## src/rtl/pipeline_pkg.sv

```systemverilog
// Shared definitions for the pipeline hazard controller.
//   - instruction field positions and opcode constants
//   - forwarding mux select encodings
//   - hazard FSM state encoding
//   - small decode helpers (field extract, writer / reader classification)
package pipeline_pkg;

  localparam int INSTR_W = 20;

  localparam int OP_HI = 19;
  localparam int OP_LO = 16;
  localparam int RD_HI = 15;
  localparam int RD_LO = 12;
  localparam int RS_HI = 11;
  localparam int RS_LO = 8;
  localparam int RT_HI = 7;
  localparam int RT_LO = 4;

  localparam logic [3:0] OP_NOP = 4'h0;
  localparam logic [3:0] OP_LD  = 4'h1;
  localparam logic [3:0] OP_ST  = 4'h2;
  localparam logic [3:0] OP_BEQ = 4'h8;
  localparam logic [3:0] OP_JMP = 4'h9;

  localparam logic [1:0] FWD_RF    = 2'b00;
  localparam logic [1:0] FWD_EXMEM = 2'b10;
  localparam logic [1:0] FWD_MEMWB = 2'b01;

  typedef enum logic {
    ST_RUN      = 1'b0,
    ST_MEM_WAIT = 1'b1
  } hz_state_e;

  function automatic logic [3:0] op_of(input logic [INSTR_W-1:0] i);
    return i[OP_HI:OP_LO];
  endfunction

  function automatic logic [3:0] rd_of(input logic [INSTR_W-1:0] i);
    return i[RD_HI:RD_LO];
  endfunction

  function automatic logic [3:0] rs_of(input logic [INSTR_W-1:0] i);
    return i[RS_HI:RS_LO];
  endfunction

  function automatic logic [3:0] rt_of(input logic [INSTR_W-1:0] i);
    return i[RT_HI:RT_LO];
  endfunction

  function automatic logic is_alu(input logic [3:0] op);
    return !(op inside {OP_NOP, OP_LD, OP_ST, OP_BEQ, OP_JMP});
  endfunction

  // r0 is hard-wired, so an rd of 0 never produces a hazard
  function automatic logic is_writer(input logic [INSTR_W-1:0] i);
    return !(op_of(i) inside {OP_ST, OP_BEQ, OP_JMP, OP_NOP}) && (rd_of(i) != 4'd0);
  endfunction

  function automatic logic reads_rs(input logic [INSTR_W-1:0] i);
    return !(op_of(i) inside {OP_NOP, OP_JMP});
  endfunction

  function automatic logic reads_rt(input logic [INSTR_W-1:0] i);
    return is_alu(op_of(i)) || (op_of(i) inside {OP_ST, OP_BEQ});
  endfunction

endpackage

```

## src/rtl/forward_select.sv

```systemverilog
// Forwarding source select for one ALU operand.
//   i_src_reg   : source register read by the instruction in EX
//   i_mem_wr    : EX/MEM instruction writes a register (rd != 0)
//   i_mem_is_ld : EX/MEM instruction is a load (data not ready yet)
//   i_mem_rd    : EX/MEM destination register
//   i_wb_wr     : MEM/WB instruction writes a register (rd != 0)
//   i_wb_rd     : MEM/WB destination register
//   o_fwd       : FWD_RF / FWD_EXMEM / FWD_MEMWB
module forward_select
  import pipeline_pkg::*;
(
  input  logic [3:0] i_src_reg,
  input  logic       i_mem_wr,
  input  logic       i_mem_is_ld,
  input  logic [3:0] i_mem_rd,
  input  logic       i_wb_wr,
  input  logic [3:0] i_wb_rd,
  output logic [1:0] o_fwd
);

  // EX/MEM is checked first so the youngest value wins on a double match
  always_comb begin
    o_fwd = FWD_RF;
    if (i_mem_wr && !i_mem_is_ld && (i_mem_rd == i_src_reg))
      o_fwd = FWD_EXMEM;
    else if (i_wb_wr && (i_wb_rd == i_src_reg))
      o_fwd = FWD_MEMWB;
  end

endmodule

```

## src/rtl/pipeline_hazard_controller.sv

```systemverilog
// Hazard controller for a 5-stage in-order pipeline.
//   clock, reset        : single clock, async active-high reset
//   *_instruction       : instructions held in IF/ID, ID/EX, EX/MEM, MEM/WB
//   branch_taken        : EX resolved a taken branch/jump
//   mem_ready           : data memory finished the current access
//   pc_write, *_write   : stage load enables
//   *_flush             : stage loads a NOP / bubble
//   fwd_a, fwd_b        : ALU operand forwarding selects
//   stall_count         : saturating count of stall cycles
//   mem_timeout         : sticky flag, memory wait exceeded TIMEOUT_CYCLES
module pipeline_hazard_controller
  import pipeline_pkg::*;
#(
  parameter int TIMEOUT_CYCLES = 255
) (
  input  logic               clock,
  input  logic               reset,
  input  logic [INSTR_W-1:0] id_instruction,
  input  logic [INSTR_W-1:0] ex_instruction,
  input  logic [INSTR_W-1:0] mem_instruction,
  input  logic [INSTR_W-1:0] wb_instruction,
  input  logic               branch_taken,
  input  logic               mem_ready,
  output logic               pc_write,
  output logic               if_id_write,
  output logic               if_id_flush,
  output logic               id_ex_write,
  output logic               id_ex_flush,
  output logic               ex_mem_write,
  output logic               mem_wb_flush,
  output logic [1:0]         fwd_a,
  output logic [1:0]         fwd_b,
  output logic [15:0]        stall_count,
  output logic               mem_timeout
);

  localparam logic [8:0] TO_CNT = 9'(TIMEOUT_CYCLES);

  hz_state_e   r_state, w_state_nxt;
  logic [8:0]  r_wait_cnt;
  logic [15:0] r_stall_cnt;
  logic        r_timeout;

  logic        w_mem_busy, w_timed, w_freeze, w_load_use, w_lu_stall;
  logic [1:0]  w_fwd_a, w_fwd_b;
  logic        w_unused;

  assign w_mem_busy = (op_of(mem_instruction) inside {OP_LD, OP_ST}) && !mem_ready;
  // A timed-out wait is released exactly like a completed access
  assign w_timed    = (r_state == ST_MEM_WAIT) && (r_wait_cnt == TO_CNT);

  assign w_load_use = (op_of(ex_instruction) == OP_LD) && is_writer(ex_instruction) &&
                      ((reads_rs(id_instruction) && (rd_of(ex_instruction) == rs_of(id_instruction))) ||
                       (reads_rt(id_instruction) && (rd_of(ex_instruction) == rt_of(id_instruction))));

  // A taken branch squashes the dependent instruction, so no stall is needed
  assign w_lu_stall = !w_freeze && !branch_taken && w_load_use;

  assign w_unused = ^{id_instruction[3:0], ex_instruction[3:0], mem_instruction[11:0],
                      wb_instruction[11:0]};

  forward_select u_fwd_a (
    .i_src_reg   (rs_of(ex_instruction)),
    .i_mem_wr    (is_writer(mem_instruction)),
    .i_mem_is_ld (op_of(mem_instruction) == OP_LD),
    .i_mem_rd    (rd_of(mem_instruction)),
    .i_wb_wr     (is_writer(wb_instruction)),
    .i_wb_rd     (rd_of(wb_instruction)),
    .o_fwd       (w_fwd_a)
  );

  forward_select u_fwd_b (
    .i_src_reg   (rt_of(ex_instruction)),
    .i_mem_wr    (is_writer(mem_instruction)),
    .i_mem_is_ld (op_of(mem_instruction) == OP_LD),
    .i_mem_rd    (rd_of(mem_instruction)),
    .i_wb_wr     (is_writer(wb_instruction)),
    .i_wb_rd     (rd_of(wb_instruction)),
    .o_fwd       (w_fwd_b)
  );

  // Next state and freeze decision
  always_comb begin
    w_state_nxt = r_state;
    w_freeze    = 1'b0;
    case (r_state)
      ST_RUN: begin
        if (w_mem_busy) begin
          w_freeze    = 1'b1;
          w_state_nxt = ST_MEM_WAIT;
        end
      end
      ST_MEM_WAIT: begin
        if (!mem_ready && !w_timed) w_freeze    = 1'b1;
        else                        w_state_nxt = ST_RUN;
      end
      default: w_state_nxt = ST_RUN;
    endcase
  end

  // Control outputs; reset forces the pass-through pattern
  always_comb begin
    pc_write     = 1'b1;
    if_id_write  = 1'b1;
    if_id_flush  = 1'b0;
    id_ex_write  = 1'b1;
    id_ex_flush  = 1'b0;
    ex_mem_write = 1'b1;
    mem_wb_flush = 1'b0;
    fwd_a        = FWD_RF;
    fwd_b        = FWD_RF;
    if (!reset) begin
      fwd_a = w_fwd_a;
      fwd_b = w_fwd_b;
      if (w_freeze) begin
        pc_write     = 1'b0;
        if_id_write  = 1'b0;
        id_ex_write  = 1'b0;
        ex_mem_write = 1'b0;
        mem_wb_flush = 1'b1;
      end else if (branch_taken) begin
        if_id_flush = 1'b1;
        id_ex_flush = 1'b1;
      end else if (w_load_use) begin
        pc_write    = 1'b0;
        if_id_write = 1'b0;
        id_ex_flush = 1'b1;
      end
    end
  end

  always_ff @(posedge clock or posedge reset) begin
    if (reset) begin
      r_state     <= ST_RUN;
      r_wait_cnt  <= 9'd0;
      r_stall_cnt <= 16'd0;
      r_timeout   <= 1'b0;
    end else begin
      r_state <= w_state_nxt;
      // Held at zero in RUN, so it is always clear on entry to MEM_WAIT
      if (r_state == ST_RUN) r_wait_cnt <= 9'd0;
      else                   r_wait_cnt <= r_wait_cnt + 9'd1;
      if (w_timed) r_timeout <= 1'b1;
      if ((w_freeze || w_lu_stall) && (r_stall_cnt != 16'hFFFF))
        r_stall_cnt <= r_stall_cnt + 16'd1;
    end
  end

  assign stall_count = r_stall_cnt;
  assign mem_timeout = r_timeout;

endmodule

```

## config.mk

```make
export PLATFORM = sky130hd
export DESIGN_NAME = pipeline_hazard_controller
export DESIGN_NICKNAME = d
export VERILOG_FILES = /design/src/rtl/pipeline_pkg.sv /design/src/rtl/forward_select.sv /design/src/rtl/pipeline_hazard_controller.sv
export SDC_FILE = /design/constraint.sdc
export NUM_CORES = 1
export LEC_CHECK = 0
export CAP_MARGIN = 20
export CELL_PAD_IN_SITES_DETAIL_PLACEMENT = 0
export CELL_PAD_IN_SITES_GLOBAL_PLACEMENT = 2
export CORE_MARGIN = 3
export CORE_UTILIZATION = 20
export DETAILED_ROUTE_END_ITERATION = 16
export PLACE_DENSITY_LB_ADDON = 0.1
export SYNTH_ARGS = -nofsm -noshare
export SYNTH_HDL_FRONTEND = slang
export SYNTH_HIERARCHICAL = 1
export SYNTH_SLANG_ARGS = --single-unit
export TNS_END_PERCENT = 100
```

## constraint.sdc

```tcl
create_clock -name clock -period 4.2 [get_ports clock]
set_input_delay 1.26 -clock clock [delete_from_list [all_inputs] [get_ports clock]]
set_output_delay 1.26 -clock clock [all_outputs]
set_load 0.02 [all_outputs]
```

==> run_summary.xml <==
<?xml version="1.0" encoding="UTF-8"?>
<metrics>
  <group name="run_status">
    <metric name="status" unit="">finished clean</metric>
  </group>
  <group name="setup_path">
    <metric name="arrival" unit="ps">2810</metric>
    <metric name="critical_path.reg2reg.startpoint" unit="">r_wait_cnt[0]</metric>
    <metric name="critical-path-slowest-cell" unit="">clkdlybuf4s50_1</metric>
    <metric name="crit_path_required_time" unit="ps">2940</metric>
    <metric name="crit_path_cell_trace" unit="">clkdlybuf4s50_1 &gt; nor4_1 &gt; nor2_1 &gt; o211ai_1 &gt; nor4b_4 &gt; nor2_1 &gt; nor2b_1 &gt; buf_2</metric>
    <metric name="reg2reg_slack" unit="ps">1330</metric>
    <metric name="cp_num_buf_inv" unit="">2</metric>
    <metric name="startpoint_type" unit="">input pin</metric>
    <metric name="cp.depth" unit="">8</metric>
    <metric name="crit_path_frequent_cell" unit="">nor2_1</metric>
    <metric name="r2r.worst_path.cells" unit="">12</metric>
    <metric name="critPathMaxFanout" unit="">2</metric>
    <metric name="path_delay_family" unit="">simple AND/OR/NAND/NOR gates</metric>
    <metric name="timing.setup.critical_path_class" unit="">in -&gt; out</metric>
    <metric name="rr_endpoint" unit="">stall_count[11]</metric>
    <metric name="max_stage_delay" unit="ps">440</metric>
    <metric name="critical_path.endpoint_type" unit="">output port</metric>
  </group>
  <group name="cts">
    <metric name="ctsHoldBuffers" unit="">0</metric>
    <metric name="deepest_level_of_the_cts_h_tree" unit="">1</metric>
    <metric name="clock_path_buffers" unit="">2</metric>
    <metric name="worst_setup_hold_path_clk_slew" unit="ps">90</metric>
    <metric name="cts_buffers" unit="">3</metric>
    <metric name="post_cts_buffers" unit="">0</metric>
    <metric name="clkLatencyLatePin" unit="ps">270</metric>
    <metric name="tritoncts" unit="">yes</metric>
    <metric name="cts.sinks" unit="">27</metric>
    <metric name="cts-root-buf" unit="">clkbuf_8</metric>
  </group>
  <group name="logic_synthesis">
    <metric name="synth_fp_nets" unit="">279</metric>
    <metric name="synth_cell_types" unit="">34</metric>
    <metric name="synth-seq-cells" unit="">27</metric>
    <metric name="synth_sequential_area_ratio" unit="">0.372</metric>
    <metric name="synth.cell_area" unit="um^2">1820</metric>
    <metric name="post_synth_inst_count" unit="">192</metric>
    <metric name="yosys_warnings" unit="">6</metric>
    <metric name="syn_area_per_cell" unit="um^2">9.46</metric>
  </group>
  <group name="final_layout">
    <metric name="nNetsFinal" unit="">372</metric>
    <metric name="syn_to_final_growth" unit="%">58.7</metric>
    <metric name="layout.cells.most_common" unit="">clkdlybuf4s50_1</metric>
    <metric name="finalInstanceArea" unit="um^2">2880</metric>
    <metric name="insertedDiodeCount" unit="">0</metric>
    <metric name="post_route_cells_drive_above_1_share" unit="">0.165</metric>
    <metric name="layout.cells.most_common_list" unit="">clkdlybuf4s50_1, dfrtp_1, buf_4</metric>
  </group>
  <group name="timing">
    <metric name="layout_worst_path_cycle_share" unit="">0.970</metric>
    <metric name="final_hold_viol_count" unit="">0</metric>
    <metric name="worstMarginPinSlew" unit="ps">464</metric>
    <metric name="clock_skew" unit="ps">5.45</metric>
    <metric name="maxClockFrequency" unit="GHz">0.246</metric>
    <metric name="slew-limit-headroom" unit="">0.687</metric>
    <metric name="grt_setup_unrepaired" unit="">no</metric>
    <metric name="period_minus_slack" unit="ps">4070</metric>
    <metric name="setup_viol_count_final" unit="">0</metric>
    <metric name="setup-tns-final" unit="ps">0</metric>
    <metric name="max_transition_viols_final" unit="">0</metric>
  </group>
  <group name="global_route">
    <metric name="grt_antenna_before_repair" unit="">0</metric>
    <metric name="groute.usage.overall" unit="">0.101</metric>
    <metric name="grt_overflow_total" unit="">0</metric>
    <metric name="pin_count_of_the_biggest_net_entering_global_routing" unit="">22</metric>
    <metric name="global_route_wire_length_before_repair" unit="um">8390</metric>
    <metric name="via_count_of_the_first_global_routing_pass" unit="">1788</metric>
  </group>
  <group name="power_and_ir_drop">
    <metric name="power.leakage" unit="nW">1.33</metric>
    <metric name="vdd_drop_max" unit="mV">0.110</metric>
    <metric name="areal_power_density_over_the_cells" unit="nW/um^2">251</metric>
  </group>
  <group name="route">
    <metric name="firstDrtPassIters" unit="">4</metric>
    <metric name="dr_total_vias" unit="">1693</metric>
    <metric name="ant_nets" unit="">0</metric>
    <metric name="avgViaCountPerCell" unit="">4.32</metric>
    <metric name="avgRoutedWirePerCell" unit="um">12.9</metric>
    <metric name="postRouteWirelength" unit="um">5060</metric>
    <metric name="detailedRoute.firstIterationViolations" unit="">53</metric>
    <metric name="post-route-drc-count" unit="">0</metric>
  </group>
  <group name="floorplan">
    <metric name="top_level_ports" unit="">112</metric>
    <metric name="initial_utilization" unit="">0.207</metric>
    <metric name="chipWidth" unit="um">101</metric>
    <metric name="die_area" unit="um^2">10300</metric>
    <metric name="die_height" unit="um">101</metric>
    <metric name="core_area" unit="um^2">8760</metric>
    <metric name="std_cell_rows" unit="">34</metric>
  </group>
  <group name="hold_path">
    <metric name="worstHoldPathType" unit="">reg -&gt; reg</metric>
    <metric name="hold_path_startpoint" unit="">r_wait_cnt[0]</metric>
    <metric name="hold_path_cell_cnt" unit="">1</metric>
    <metric name="holdPathEnd" unit="">r_wait_cnt[0]</metric>
  </group>
  <group name="placed_design">
    <metric name="port_buffers" unit="">75</metric>
    <metric name="place_area" unit="um^2">2810</metric>
    <metric name="hpwlAfterDp" unit="um">4130</metric>
    <metric name="finalWeightedCongestion" unit="">0.684</metric>
  </group>
  <group name="job">
    <metric name="maxCapViolations" unit="">0</metric>
  </group>
</metrics>
-- cell type report --
type / instances / area [um^2]
fillers: 958 / 5880
multi-input cells: 148 / 1120
flip-flops and latches: 27 / 676
inverters: 13 / 48.8
clock buffers: 4 / 45.0
well taps: 108 / 135
repair buffers: 92 / 858
-- flip-flops by register name, summed over array words and instances (netlist names) --
register and count:
stall_count 16, r_state 1, mem_timeout 1, r_wait_cnt 9
-- repair_timing --
action,4_1_cts,5_1_grt
gates resized for setup,50,17
gates cloned,0,0
setup endpoints to repair,11,11
pin swaps,6,12
-- power breakdown --
group | total [mW] | switching [mW] | internal (mW)
Sequential | 0.320 | 0.0367 | 0.283
Clock | 0.148 | 0.0805 | 0.0679
Combinational | 0.255 | 0.119 | 0.136
-- worst max path at each step --
stage	start	to	slack [ps]
floorplan	id_instruction[16]	pc_write	180
global placement	ex_instruction[12]	id_ex_flush	-440
detailed placement	ex_instruction[12]	if_id_write	-430
finish	mem_instruction[13]	fwd_a[0]	130
global route	ex_instruction[14]	id_ex_flush	9
CTS	ex_instruction[12]	if_id_write	5
-- cells in the mapped netlist, drive strengths merged --
cell | instances | area (um^2)
xnor2 | 19 | 166
mux2 | 3 | 33.8
or3b | 2 | 17.5
a21oi | 3 | 15.0
o41ai | 1 | 8.76
and3 | 12 | 75.1
or2 | 1 | 6.26
a32oi | 1 | 8.76
and2 | 8 | 50.1
nor3 | 5 | 25.0
a222oi | 2 | 20.0
ha | 3 | 37.5
nand3 | 11 | 55.1
or4b | 2 | 20.0
xor2 | 18 | 158
nor4 | 3 | 18.8
inv | 13 | 48.8
o211ai | 2 | 15.0
o22ai | 2 | 12.5
nand4 | 8 | 50.1
buf | 3 | 20.0
a211oi | 3 | 22.5
dfrtp | 27 | 676
o31ai | 1 | 21.3
and4 | 1 | 8.76
nor4b | 4 | 65.1
nand2 | 11 | 41.3
clkbuf | 1 | 3.75
nor2 | 9 | 33.8
nor2b | 9 | 56.3
nand2b | 3 | 18.8
a21o | 1 | 7.51
-- cells by family after synthesis --
| kind of cell | count (synthesis) | share of synthesized area |
|---|---|---|
| and+or+nand+nor | 89 | 0.298 |
| xor gates and xnor gates | 37 | 0.178 |
| DFF | 27 | 0.372 |
| buffers and inverters | 17 | 0.0399 |
| AOI/OAI and AO/OA | 16 | 0.0723 |
| muxes | 3 | 0.0186 |
| adders and majority gates | 3 | 0.0207 |
-- through the flow --
step	worst slack (ps)	util	hold WS, ps	cells	power (mW)
after global routing	9.42	0.329	499	392	0.775
after CTS	4.66	0.323	467	392	0.737
after global placement	-445	0.320	452	388	0.584
after detailed placement	-434	0.320	453	388	0.584
final	128	0.329	461	392	0.723
after floorplan	182	-	424	192	0.433
-- per-layer routing --
metal	track usage	up-vias	share of wire
met3	0.0331	2	0.083
met1	0.136	781	0.47
li1	-	857	-
met4	0.0245	0	0.0075
met5	0	-	0
met2	0.155	53	0.44
-- worst register-to-register path: stages, from the launching register on --
cell     delay, ps
dfrtp_1        400
ha_1           240
and3_1         190
and3_1         180
ha_1           200
nor2b_1        110
a21oi_1         60
or2_2          310
buf_4          150
o31ai_4         50
buf_4          240
or4b_1         480
xnor2_1        140
Note: power is estimated with default switching activity, not from simulation.
